`config.mk`:
```
export PLATFORM = sky130hd
export DESIGN_NAME = simon_byte_loader
export DESIGN_NICKNAME = d
export VERILOG_FILES = /design/src/rtl/simon_byte_loader.sv
export SDC_FILE = /design/constraint.sdc
export NUM_CORES = 1
export LEC_CHECK = 0
export ABC_AREA = 1
export BUFFER_PORTS_ARGS = -buffer_cell sky130_fd_sc_hd__buf_2
export CAP_MARGIN = 0
export CORE_MARGIN = 2
export CORE_UTILIZATION = 40
export CTS_CLUSTER_DIAMETER = 120
export CTS_CLUSTER_SIZE = 30
export DETAILED_ROUTE_END_ITERATION = 10
export PLACE_DENSITY = 0.57
export SYNTH_ARGS = -nofsm -noshare
export SYNTH_HDL_FRONTEND = slang
export SYNTH_SLANG_ARGS = --single-unit
```
`constraint.sdc`:
```
create_clock -name clk -period 16.5 [get_ports clk]
set_input_delay 0.825 -clock clk [delete_from_list [all_inputs] [get_ports clk]]
set_output_delay 0.825 -clock clk [all_outputs]
set_load 0.05 [all_outputs]
```
`src/rtl/simon_byte_loader.sv`:
```
// Byte-stream front end for the SIMON core: assembles blocks and keys from an 8-bit
// valid/ready stream and offers them through the core's newData/newKey handshakes.
module simon_byte_loader #(
   parameter int unsigned N = 24,
   parameter int unsigned M = 4
) (
   input  logic                 clk,
   input  logic                 R,
   input  logic [7:0]           in_byte,
   input  logic                 in_valid,
   input  logic                 in_key,
   input  logic                 in_dec,
   output logic                 in_ready,
   output logic [1:0][N-1:0]    BLOCK,
   output logic [M-1:0][N-1:0]  KEY,
   output logic                 enc_dec,
   output logic                 newData,
   output logic                 newKey,
   input  logic                 loadData,
   input  logic                 loadKey
);

   localparam int unsigned BW  = 2 * N;
   localparam int unsigned KW  = M * N;
   localparam int unsigned BB  = BW / 8;
   localparam int unsigned KB  = KW / 8;
   localparam int unsigned BCW = $clog2(BB + 1);
   localparam int unsigned KCW = $clog2(KB + 1);
   localparam logic [BCW-1:0] BlkFull = BCW'(BB);
   localparam logic [KCW-1:0] KeyFull = KCW'(KB);

   logic [BCW-1:0] blk_cnt_q, blk_cnt_d;
   logic [BW-1:0]  blk_sr_q, blk_sr_d, blk_hold_q, blk_hold_d;
   logic           blk_dec_q, blk_dec_d, enc_q, enc_d, blk_pend_q, blk_pend_d;
   logic [KCW-1:0] key_cnt_q, key_cnt_d;
   logic [KW-1:0]  key_sr_q, key_sr_d, key_hold_q, key_hold_d;
   logic           key_pend_q, key_pend_d;
   logic           blk_rdy, key_rdy, blk_acc, key_acc;

   always_comb begin
      blk_rdy  = blk_cnt_q < BlkFull;
      key_rdy  = key_cnt_q < KeyFull;
      in_ready = in_key ? key_rdy : blk_rdy;
      blk_acc  = in_valid && !in_key && blk_rdy;
      key_acc  = in_valid && in_key && key_rdy;
      // A pending key always goes first, so it masks the block offer.
      newKey   = key_pend_q;
      newData  = blk_pend_q && !key_pend_q;
   end

   always_comb begin
      blk_sr_d   = blk_sr_q;
      blk_cnt_d  = blk_cnt_q;
      blk_dec_d  = blk_dec_q;
      blk_hold_d = blk_hold_q;
      enc_d      = enc_q;
      blk_pend_d = blk_pend_q;
      if (blk_acc) begin
         blk_sr_d  = {blk_sr_q[BW-9:0], in_byte};
         blk_cnt_d = blk_cnt_q + 1'b1;
         if (blk_cnt_q == BlkFull - 1'b1) blk_dec_d = in_dec;
      end
      if (newData && loadData) blk_pend_d = 1'b0;
      // Transfer only if pending was already low at the start of this cycle.
      if ((blk_cnt_d == BlkFull) && !blk_pend_q) begin
         blk_hold_d = blk_sr_d;
         enc_d      = ~blk_dec_d;
         blk_cnt_d  = '0;
         blk_pend_d = 1'b1;
      end
   end

   always_comb begin
      key_sr_d   = key_sr_q;
      key_cnt_d  = key_cnt_q;
      key_hold_d = key_hold_q;
      key_pend_d = key_pend_q;
      if (key_acc) begin
         key_sr_d  = {key_sr_q[KW-9:0], in_byte};
         key_cnt_d = key_cnt_q + 1'b1;
      end
      if (newKey && loadKey) key_pend_d = 1'b0;
      if ((key_cnt_d == KeyFull) && !key_pend_q) begin
         key_hold_d = key_sr_d;
         key_cnt_d  = '0;
         key_pend_d = 1'b1;
      end
   end

   always_ff @(posedge clk or posedge R) begin
      if (R) begin
         blk_cnt_q  <= '0;
         blk_sr_q   <= '0;
         blk_hold_q <= '0;
         blk_dec_q  <= 1'b0;
         enc_q      <= 1'b1;
         blk_pend_q <= 1'b0;
         key_cnt_q  <= '0;
         key_sr_q   <= '0;
         key_hold_q <= '0;
         key_pend_q <= 1'b0;
      end else begin
         blk_cnt_q  <= blk_cnt_d;
         blk_sr_q   <= blk_sr_d;
         blk_hold_q <= blk_hold_d;
         blk_dec_q  <= blk_dec_d;
         enc_q      <= enc_d;
         blk_pend_q <= blk_pend_d;
         key_cnt_q  <= key_cnt_d;
         key_sr_q   <= key_sr_d;
         key_hold_q <= key_hold_d;
         key_pend_q <= key_pend_d;
      end
   end

   assign BLOCK   = blk_hold_q;
   assign KEY     = key_hold_q;
   assign enc_dec = enc_q;

endmodule
```
==> run summary, run 1 <==
Syn_nets: 1307
Tcrit/Tclk final: 23.9%
Worst setup path endpoint: KEY[94]
Critical Path AT: 4.34 ns
Distinct cells, synth: 20
Initial antenna violation count: 0
Post-layout util: 45.3%
First-pass DRT Iterations: 5
Pleak: 0.00737 µW
Worst slew pin tran: 1.21 ns
TNS Setup: 0 ns
Global Route Usage Sum: 18.1%
Synth Area per Inst: 8.98 µm²
Combinational Power Share: 42.2%
Max Clk Rate: 0.253 GHz
Die area: 0.0303 mm²
Slew Viols, Final: 0
Hpwl dp: 16.5 mm
MaxCap Viol Count: 0
Period minus WS final: 3.94 ns
Vias in the first global route: 8273
DR vias/cell: 4.83
CTS buffer count: 13
RSZ-0062 raised after global routing: false
Top cell by count, worst path: nand2_1
Post-CTS Hold Fix Bufs: 0
Share of the synthesized area in the top cell type: 64.4%
CP Launch Type: flop
Setup Skew: 0.0162 ns
Power share of the sequential group: 43.9%
Post-layout nets: 1417
Cell Chain, Critical Path: nand2_1 > inv_2 > nor2_4 > buf_4 > nand2_1 > nand2_1 > nand2_1 > inv_2 > buf_4 > nand2_4 > nand2_1 > nand2_1
CP max-delay cell: nand2_4
CP Launch Point: key_cnt_q[2]
WP data required: 16.89 ns
Buffer depth of the longest clock path: 3
Final RePlAce weighted congestion: 0.743
Hold crit path type: reg2reg
Clock root buffer master: clkbuf_16
CTS tree: yes
Kind of critical path: reg2reg
Die width: 174 µm
Post-cts resize count: 0
RR Endpoint: KEY[94]
Top cells by area, synth: dfrtp_1 64%, nand2_1 20%, o21ai_0 4.9%
Cell taking the most area after synthesis: dfrtp_1
Worst-skew pair later-pin latency: 0.49 ns
Drt drc: 0
Cell count of the worst hold path: 2
Number of flops mapped to enable cells by yosys: 0
Reg2reg path depth: 12
Final Hold Viols: 0
Yosys warns: 0
Avg WL per Cell: 15.3 µm
Number of diodes: 0
CP Capture Type: flop
Cells after synthesis: 1289
Initial core utilization: 40.4%
Sw Pwr: 1250 µW
Area occupied by multi-input gates: 0.00361 mm²
Max IR drop VDD: 0.122 mV
Top_reg_cell synth: dfrtp_1
H-tree levels: 1
Site row count: 62
Reg clk slew, reported paths: 0.12 ns
Clk network pwr share: 13.9%
Antenna-violating nets left: 0
# clock sinks: 299
Leftover overflow at the end of global routing: 0
Core Area: 0.0286 mm²
Status: finished, final reports clean
First-pass GRT wire length: 45.0 mm
Final WL: 27.3 mm
Area delta synth->final: 12.0%
Pwr per Cell Area: 203 mW/mm²
Ports: 163
Starting DRT DRC Count: 709
Synthesized flop and latch total: 299
CP max stage delay: 0.80 ns
FF-to-FF Start: key_cnt_q[2]
Sequential Area: 0.00748 mm²
Buffers on Ports: 162
CP Max Fanout: 97
Die Y: 174 µm
Cell area after synthesis: 0.0116 mm²
Largest net degree at the start of global routing: 145
Post-synthesis sequential area ratio: 64.6%
Pint: 1370 µW
Setup repair bufs after CTS: 0
Share of post-route cells with drive strength above 1: 14.2%
Detailed-route via count: 8602
Fraction of registers with async set/reset: 100%
Flop-to-flop setup slack: 12.56 ns
FILL cells: 2878
Final setup violation count: 0
Slew margin rel.: 19.0%
Sw Ratio: 47.7%
-- final cells by class --
type                       instances  area share (%)
tap                              384            3.70
sequential                       299            57.7
inverter                          50            1.50
multi-input combinational        865            27.8
timing repair buffer             170            6.71
clock buffer                      14            2.54
-- per-stage QoR --
| step | power [µW] | hold WS, ns | instances | area (µm²) | worst slack, ns |
|---|---|---|---|---|---|
| floorplan | 2000 | 0.445 | 1289 | 11600 | 7.42 |
| global placement | 2270 | 0.451 | 1768 | 12600 | 12.03 |
| detailed placement | 2290 | 0.453 | 1768 | 12600 | 12.00 |
| CTS | 2660 | 0.468 | 1782 | 13000 | 12.46 |
| global route | 2800 | 0.471 | 1782 | 13000 | 12.02 |
| finish | 2630 | 0.475 | 1782 | 13000 | 12.56 |
-- worst min-delay path by stage --
stage                       from           end
CTS                      loadKey        newKey
finish                   KEY[79]       KEY[79]
floorplan           blk_sr_q[40]  blk_sr_q[40]
global placement         KEY[17]       KEY[17]
detailed placement       KEY[32]       KEY[32]
global route             loadKey        newKey
-- synthesized netlist by cell type, types with 2 or more instances --
| cell | n |
|---|---|
| nand3_1 | 100 |
| nor2_4 | 2 |
| buf_2 | 23 |
| dfrtp_1 | 298 |
| nor2_1 | 4 |
| nand4_1 | 3 |
| ha_1 | 3 |
| a21oi_1 | 2 |
| a21boi_0 | 2 |
| o21ai_0 | 114 |
| inv_1 | 46 |
| clkbuf_1 | 50 |
| nand2_2 | 3 |
| inv_2 | 4 |
| nand2_1 | 630 |
-- power groups by stage --
stage / registers, µW / clock network [µW] / logic (µW)
6_report: 1150 / 366 / 1110
5_1_grt: 1190 / 403 / 1210
4_1_cts: 1160 / 383 / 1120
3_5_place_dp: 1170 / 0 / 1120
3_3_place_gp: 1170 / 0 / 1100
2_1_floorplan: 1620 / 0 / 371
-- routing by layer --
metal	part of all wire (%)	vias to the layer above	track usage [%]
met3	3.1	22	1.88
met2	44	158	26.9
met4	2.0	0	4.06
li1	-	4256	-
met1	51	4166	28.6
met5	0	-	0
-- flip-flops by register name, indices dropped and copies added (netlist names) --
name        count
KEY            96
key_sr_q       96
BLOCK          48
blk_sr_q       48
key_cnt_q       4
blk_cnt_q       3
blk_dec_q       1
blk_pend_q      1
enc_dec         1
newKey          1
-- cells by family (layout without fill, tap and decap cells) --
kind of cell    after synthesis  in the layout  synth area share [%]
fa+ha+maj                     3              3                 0.324
flops                       299            299                  64.6
simple gates                743            743                  25.5
buf+inv                     125            234                  4.40
compound gates              119            119                  5.19
-- layout by cell type (no fill, tap or decap), types with 4 or more instances in the layout --
cell and n:
inv_1 45, dfrtp_1 298, clkbuf_16 13, o21ai_0 114, nand3_1 98, nand2_1 630, inv_2 4, buf_2 162
buf_4 8
-- critical path: cells and delay by family, from the launching register on --
kind	cells	cell delay [ns]
flops	1	0.43
buf+inv	4	1.54
simple gates	8	1.68
Power figures use the tool's default switching activity.
==> run 2: changes to the inputs <==
- PLACE_DENSITY: 0.57 -> 0.59
- clock period: 16.5 -> 3.3 ns (I/O delays scaled with it)
==> run 2 against run 1 <==
- sequential power increased to 5.0 times the previous value
- worst setup slack got worse by 12 ns
- combinational power increased to 5.1 times the previous value
- register-to-register slack got worse by 12 ns
- critical endpoint is now BLOCK[9]
- wire length decreased by 0.21%
- die area unchanged
- clock skew about the same
- power increased to 5.0 times the previous value
- critical path depth decreased by 3
- final cell count increased by 0.84%
- largest power group unchanged
==> run summary, run 2 (synthesized netlist as in run 1, its figures left out) <==
Drt drc: 0 (unchanged)
Global Route Usage Sum: 18.0% (-0.072 points)
Post-cts resize count: 0 (unchanged)
CP Capture Type: flop
Reg2reg path depth: 9 (-3)
CTS tree: yes
Ports: 163 (unchanged)
Worst-skew pair later-pin latency: 0.49 ns (about the same)
Clock root buffer master: clkbuf_16
Slew margin rel.: 20.2% (+1.2 points)
First-pass DRT Iterations: 5 (unchanged)
Die Y: 174 µm (unchanged)
Post-layout util: 46.0% (+0.68 points)
Hold crit path type: in2reg
Final WL: 27.2 mm (-0.21%)
Die area: 0.0303 mm² (unchanged)
Area delta synth->final: 13.7%
Max IR drop VDD: 0.523 mV (+330%)
Pwr per Cell Area: 1000 mW/mm² (+400%)
Period minus WS final: 2.53 ns (-1.42 ns)
MaxCap Viol Count: 0 (unchanged)
Hpwl dp: 17.1 mm (+3.7%)
Commonest cells after routing, fill and taps aside: 630 x nand2_1, 298 x dfrtp_1, 162 x buf_2
Initial antenna violation count: 0 (unchanged)
Buffers on Ports: 162 (unchanged)
Placed cell area: 0.0128 mm² (+1.1%)
Kind of critical path: reg2reg
CP Max Fanout: 51 (-47%)
Fin worst setup slack: 0.770 ns (-11.78 ns)
Reg clk slew, reported paths: 0.12 ns (about the same)
Leftover overflow at the end of global routing: 0 (unchanged)
Post-layout nets: 1432 (+1.1%)
Number of diodes: 0 (unchanged)
Status: finished, final reports clean
Pleak: 0.00745 µW (+1.1%)
Setup Skew: 0.0163 ns (+0.000128 ns)
H-tree levels: 1 (unchanged)
Critical Path AT: 2.95 ns (-1.39 ns)
Cell count of the worst hold path: 3 (+1)
First-pass GRT wire length: 45.0 mm (about the same)
Largest net degree at the start of global routing: 97 (-33%)
Antenna-violating nets left: 0 (unchanged)
DR vias/cell: 4.84 (+0.28%)
Avg WL per Cell: 15.1 µm (-1.0%)
Worst slew pin tran: 1.19 ns (-0.0181 ns)
RSZ-0062 raised after global routing: false
Place WS: 0.788 ns (-11.21 ns)
# clock sinks: 299 (unchanged)
Post-CTS Hold Fix Bufs: 6 (+6)
CP Launch Type: flop
Die width: 174 µm (unchanged)
Final Cell Area: 0.0132 mm² (+1.5%)
Site row count: 62 (unchanged)
Detailed-route via count: 8699 (+1.1%)
Share of post-route cells with drive strength above 1: 14.6% (+0.42 points)
Starting DRT DRC Count: 724 (+2.1%)
CTS buffer count: 13 (unchanged)
Core Area: 0.0286 mm² (unchanged)
Vias in the first global route: 8653 (+4.6%)
Final RePlAce weighted congestion: 0.770 (+3.5%)
Max Clk Rate: 0.395 GHz (+56%)
Final hold slack: 0.0211 ns (-0.454 ns)
Tcrit/Tclk final: 76.7% (+53 points)
Commonest non-fill, non-tap cell in the layout: nand2_1
Slew Viols, Final: 0 (unchanged)
Final setup violation count: 0 (unchanged)
Buffer depth of the longest clock path: 3 (unchanged)
Setup repair bufs after CTS: 0 (unchanged)
Final Hold Viols: 0 (unchanged)
WP data required: 3.72 ns (-13.17 ns)
Initial core utilization: 40.4% (unchanged)
==> run 2: cell types whose count changed in the layout (fill, tap and decap cells not counted), sizes merged <==
cell	delta
dlygate4sd3	+6
clkinvlp	+1
buf	+9
inv	-2
clkinv	+1
==> run 2: area by class of cell <==
| cell class | instances | area (µm²) |
|---|---|---|
| Multi-Input combinational cell | 865 | 3610 |
| Tap cell | 384 | 480 |
| Inverter | 50 | 193 |
| Sequential cell | 299 | 7480 |
| Clock buffer | 14 | 329 |
| Timing Repair Buffer | 185 | 1070 |
| Fill cell | 2869 | 15500 |
==> run 2: worst max-delay path, stage by stage, from the launching register on <==
cell	delay, ns
dfrtp_1	0.43
nand2_1	0.15
nand3_2	0.10
buf_4	0.29
nand2_1	0.11
nand2_1	0.09
nand2_1	0.09
nor2_4	0.90
nand2_1	0.14
nand2_1	0.13
==> run 2: final timing paths <==
path | from | end | slack [ns]
min reg2reg | KEY[73] | KEY[73] | 0.48
min | in_byte[5] | blk_sr_q[5] | 0.02
max | blk_cnt_q[2] | BLOCK[9] | 0.77
max reg2reg | blk_cnt_q[2] | BLOCK[9] | 0.77
max in group asynchronous | R | KEY[25] | 1.95
min in group asynchronous | R | BLOCK[37] | 0.43
==> run 2: metrics by stage <==
stage               power, µW  std cells  TNS (ns)
floorplan                9980       1289   -249.50
global placement        11400       1777         0
detailed placement      11500       1777         0
CTS                     13300       1797         0
global route            14100       1797         0
finish                  13200       1797         0
==> run 2: where the power goes <==
part	switching, µW	internal [µW]	leakage, µW	total (µW)
Sequential	739	5030	0.00398	5770
Combinational	4440	1180	0.00331	5630
Clock	1090	724	0.000161	1820
==> run 2: layer usage <==
layer,global-route usage [%],up-vias,part of all wire [%]
li1,-,4275,-
met1,26.9,4202,48
met2,28.8,205,46
met3,2.38,17,4.8
met4,2.91,0,1.4
met5,0,-,0
==> run 3: changes to the inputs <==
- ABC_AREA: 1 -> 0
- clock period: 3.3 -> 2.28 ns (I/O delays scaled with it)
==> run 3 against run 2 <==
- the run now ends with negative setup slack left
- maximum frequency up 9.2%
- sequential share of layout area shrank 0.88 points
- synthesized cell count shrank 48%
- wire length shrank 20%
- non-clock buffer count rose by 22
- die area decreased by 2.4%
- via count is 31% lower
- register-to-register slack got worse by 0.81 ns
- design area rose by 1.6%
- hold slack gained 0.073 ns
==> run summary, run 3 <==
Status: finished, violations left
Violated checks: negative setup slack
RSZ-0062 raised after global routing: true
Final WL: 21.7 mm (-20%)
Period minus WS final: 2.32 ns (-0.214 ns)
Distinct cells, synth: 34 (+70%)
Synth top cells by count: 298 x dfrtp_1, 283 x mux2_2, 12 x clkbuf_1
FILL cells: 2514 (-12%)
Initial core utilization: 40.6% (+0.18 points)
Post-synthesis sequential area ratio: 66.3% (+1.7 points)
Hpwl dp: 15.1 mm (-12%)
CTS tree: yes
Buffers on Ports: 162 (unchanged)
Worst-skew pair later-pin latency: 0.48 ns (about the same)
First-pass DRT Iterations: 4 (-1)
Area delta synth->final: 18.5%
Share of post-route cells with drive strength above 1: 57.6% (+43 points)
Most common cell in the netlist: dfrtp_1
RR Endpoint: KEY[26]
Number of flops mapped to enable cells by yosys: 0 (unchanged)
CP Launch Type: flop
Synthesized flop and latch total: 299 (unchanged)
Flop-to-flop setup slack: -0.04 ns (-0.81 ns)
H-tree levels: 1 (unchanged)
Reg2reg path depth: 6 (-3)
Final setup violation count: 63 (+63)
Commonest cells after routing, fill and taps aside: 298 x dfrtp_1, 275 x mux2_2, 162 x buf_2
Commonest non-fill, non-tap cell in the layout: dfrtp_1
Setup Skew: 0.0112 ns (-0.00514 ns)
Placed cell area: 0.0129 mm² (+0.80%)
WP data required: 2.66 ns (-1.06 ns)
Max Clk Rate: 0.432 GHz (+9.2%)
Post-layout nets: 883 (-38%)
Cells after synthesis: 674 (-48%)
Worst slew pin tran: 0.692 ns (-0.502 ns)
Die width: 172 µm (-1.2%)
Final Hold Viols: 0 (unchanged)
Cell taking the most area after synthesis: dfrtp_1
Buffer depth of the longest clock path: 3 (unchanged)
Tcrit/Tclk final: 102% (+25 points)
Share of the synthesized area in the top cell type: 66.1% (+1.7 points)
Fraction of registers with async set/reset: 100% (unchanged)
DR vias/cell: 4.81 (-0.67%)
Largest net degree at the start of global routing: 122 (+26%)
Hold crit path type: in2async
# clock sinks: 299 (unchanged)
Yosys warns: 0 (unchanged)
Starting DRT DRC Count: 358 (-51%)
Critical Path AT: 2.69 ns (-0.26 ns)
First-pass GRT wire length: 35.0 mm (-22%)
CP Capture Type: flop
Detailed-route via count: 5991 (-31%)
Slew margin rel.: 53.9% (+34 points)
FF-to-FF Start: key_cnt_q[1]
Reg clk slew, reported paths: 0.11 ns (about the same)
Die area: 0.0296 mm² (-2.4%)
Synth Area per Inst: 16.7 µm² (+86%)
Setup repair bufs after CTS: 0 (unchanged)
Ports: 163 (unchanged)
MaxCap Viol Count: 0 (unchanged)
Number of diodes: 0 (unchanged)
Avg WL per Cell: 17.4 µm (+15%)
Die Y: 172 µm (-1.2%)
Final Cell Area: 0.0134 mm² (+1.6%)
Initial antenna violation count: 0 (unchanged)
Antenna-violating nets left: 0 (unchanged)
Leftover overflow at the end of global routing: 0 (unchanged)
Site row count: 61 (-1.6%)
Fin worst setup slack: -0.0363 ns (-0.806 ns)
Syn_nets: 692 (-47%)
Top_reg_cell synth: dfrtp_1
Core Area: 0.0278 mm² (-2.9%)
Drt drc: 0 (unchanged)
CTS buffer count: 13 (unchanged)
Slew Viols, Final: 0 (unchanged)
Vias in the first global route: 6083 (-30%)
Top cells by area, synth: dfrtp_1 66%, mux2_2 28%, mux2_1 0.70%
Clock root buffer master: clkbuf_16
Global Route Usage Sum: 15.0% (-3.1 points)
CP Max Fanout: 21 (-59%)
Cell area after synthesis: 0.0113 mm² (-2.5%)
Final RePlAce weighted congestion: 0.719 (-6.6%)
Kind of critical path: reg2reg
-- run 3: cell count changes after synthesis, moves of 5 or more --
cell,previous run,this run
buf_2,23,8
buf_4,1,7
clkbuf_1,50,12
inv_1,46,6
mux2_1,0,7
mux2_2,0,283
nand2_1,630,3
nand3_1,100,4
nor2b_1,0,5
o21ai_0,114,2
-- run 3: cell families after synthesis --
| kind of cell | after synthesis | share of synthesized area (%) |
|---|---|---|
| simple gates | 29 | 1.46 |
| compound gates | 11 | 0.876 |
| buf+inv | 37 | 1.68 |
| mux | 292 | 29.1 |
| fa+ha+maj | 3 | 0.333 |
| flops | 299 | 66.3 |
| xor+xnor | 3 | 0.233 |
-- run 3: how the worst max path moves through the flow --
| stage | from | endpoint | slack, ns | depth (start not counted) |
|---|---|---|---|---|
| finish | key_cnt_q[1] | KEY[26] | -0.04 | 6 |
| global route | key_cnt_q[1] | KEY[25] | -0.10 | 6 |
| CTS | key_cnt_q[1] | KEY[26] | -0.05 | 6 |
| detailed placement | key_cnt_q[1] | KEY[26] | -0.02 | 6 |
| global placement | key_cnt_q[1] | KEY[17] | 0.03 | 6 |
| floorplan | R | BLOCK[0] | -1.81 | 1 |
-- run 3: timing repair --
action | in CTS | in global routing
hold buffers | 12 | 0
hold endpoints to repair | 127 | 0
cloned | 0 | 0
endpoints found under the setup margin | 73 | 88
resized for setup | 3 | 5
-- run 3: cell type report --
| class | instances | area [µm²] | area share (%) |
|---|---|---|---|
| inverters | 6 | 26.3 | 0.196 |
| clock buffers | 18 | 344 | 2.57 |
| well taps | 378 | 473 | 3.54 |
| multi-input cells | 338 | 3670 | 27.4 |
| flip-flops and latches | 299 | 7480 | 56.0 |
| repair buffers | 207 | 1380 | 10.3 |
-- run 3: layer usage --
metal | up-vias | GRT usage [%] | part of all wire [%]
met1 | 3113 | 22.9 | 49
li1 | 2774 | - | -
met5 | - | 0 | 0
met3 | 16 | 2.27 | 3.7
met4 | 0 | 2.63 | 1.1
met2 | 88 | 23.0 | 46
-- run 3: per-stage QoR --
step                      setup TNS, ns  setup WS [ns]  hold WS (ns)  instances  util (%)
after floorplan                 -539.31          -1.81         0.273        674         -
after global placement                0         0.0339        0.0577       1216      46.4
after detailed placement         -0.227        -0.0209        0.0564       1216      46.4
after CTS                         -1.72        -0.0483        0.0659       1246      48.1
after global routing              -6.49         -0.103        0.0893       1246      48.1
final                            -0.985        -0.0363        0.0936       1246      48.1
-- run 3: worst max-delay path, cell delays in order, from the launching register on --
cell	delay, ns
dfrtp_1	0.40
ha_1	0.32
or4_4	0.44
a221oi_4	0.30
buf_12	0.20
buf_12	0.18
mux2_2	0.35
Power of run 3 is not shown: default switching activity piles up to over one toggle a cycle in this logic, so the estimate is an artifact.
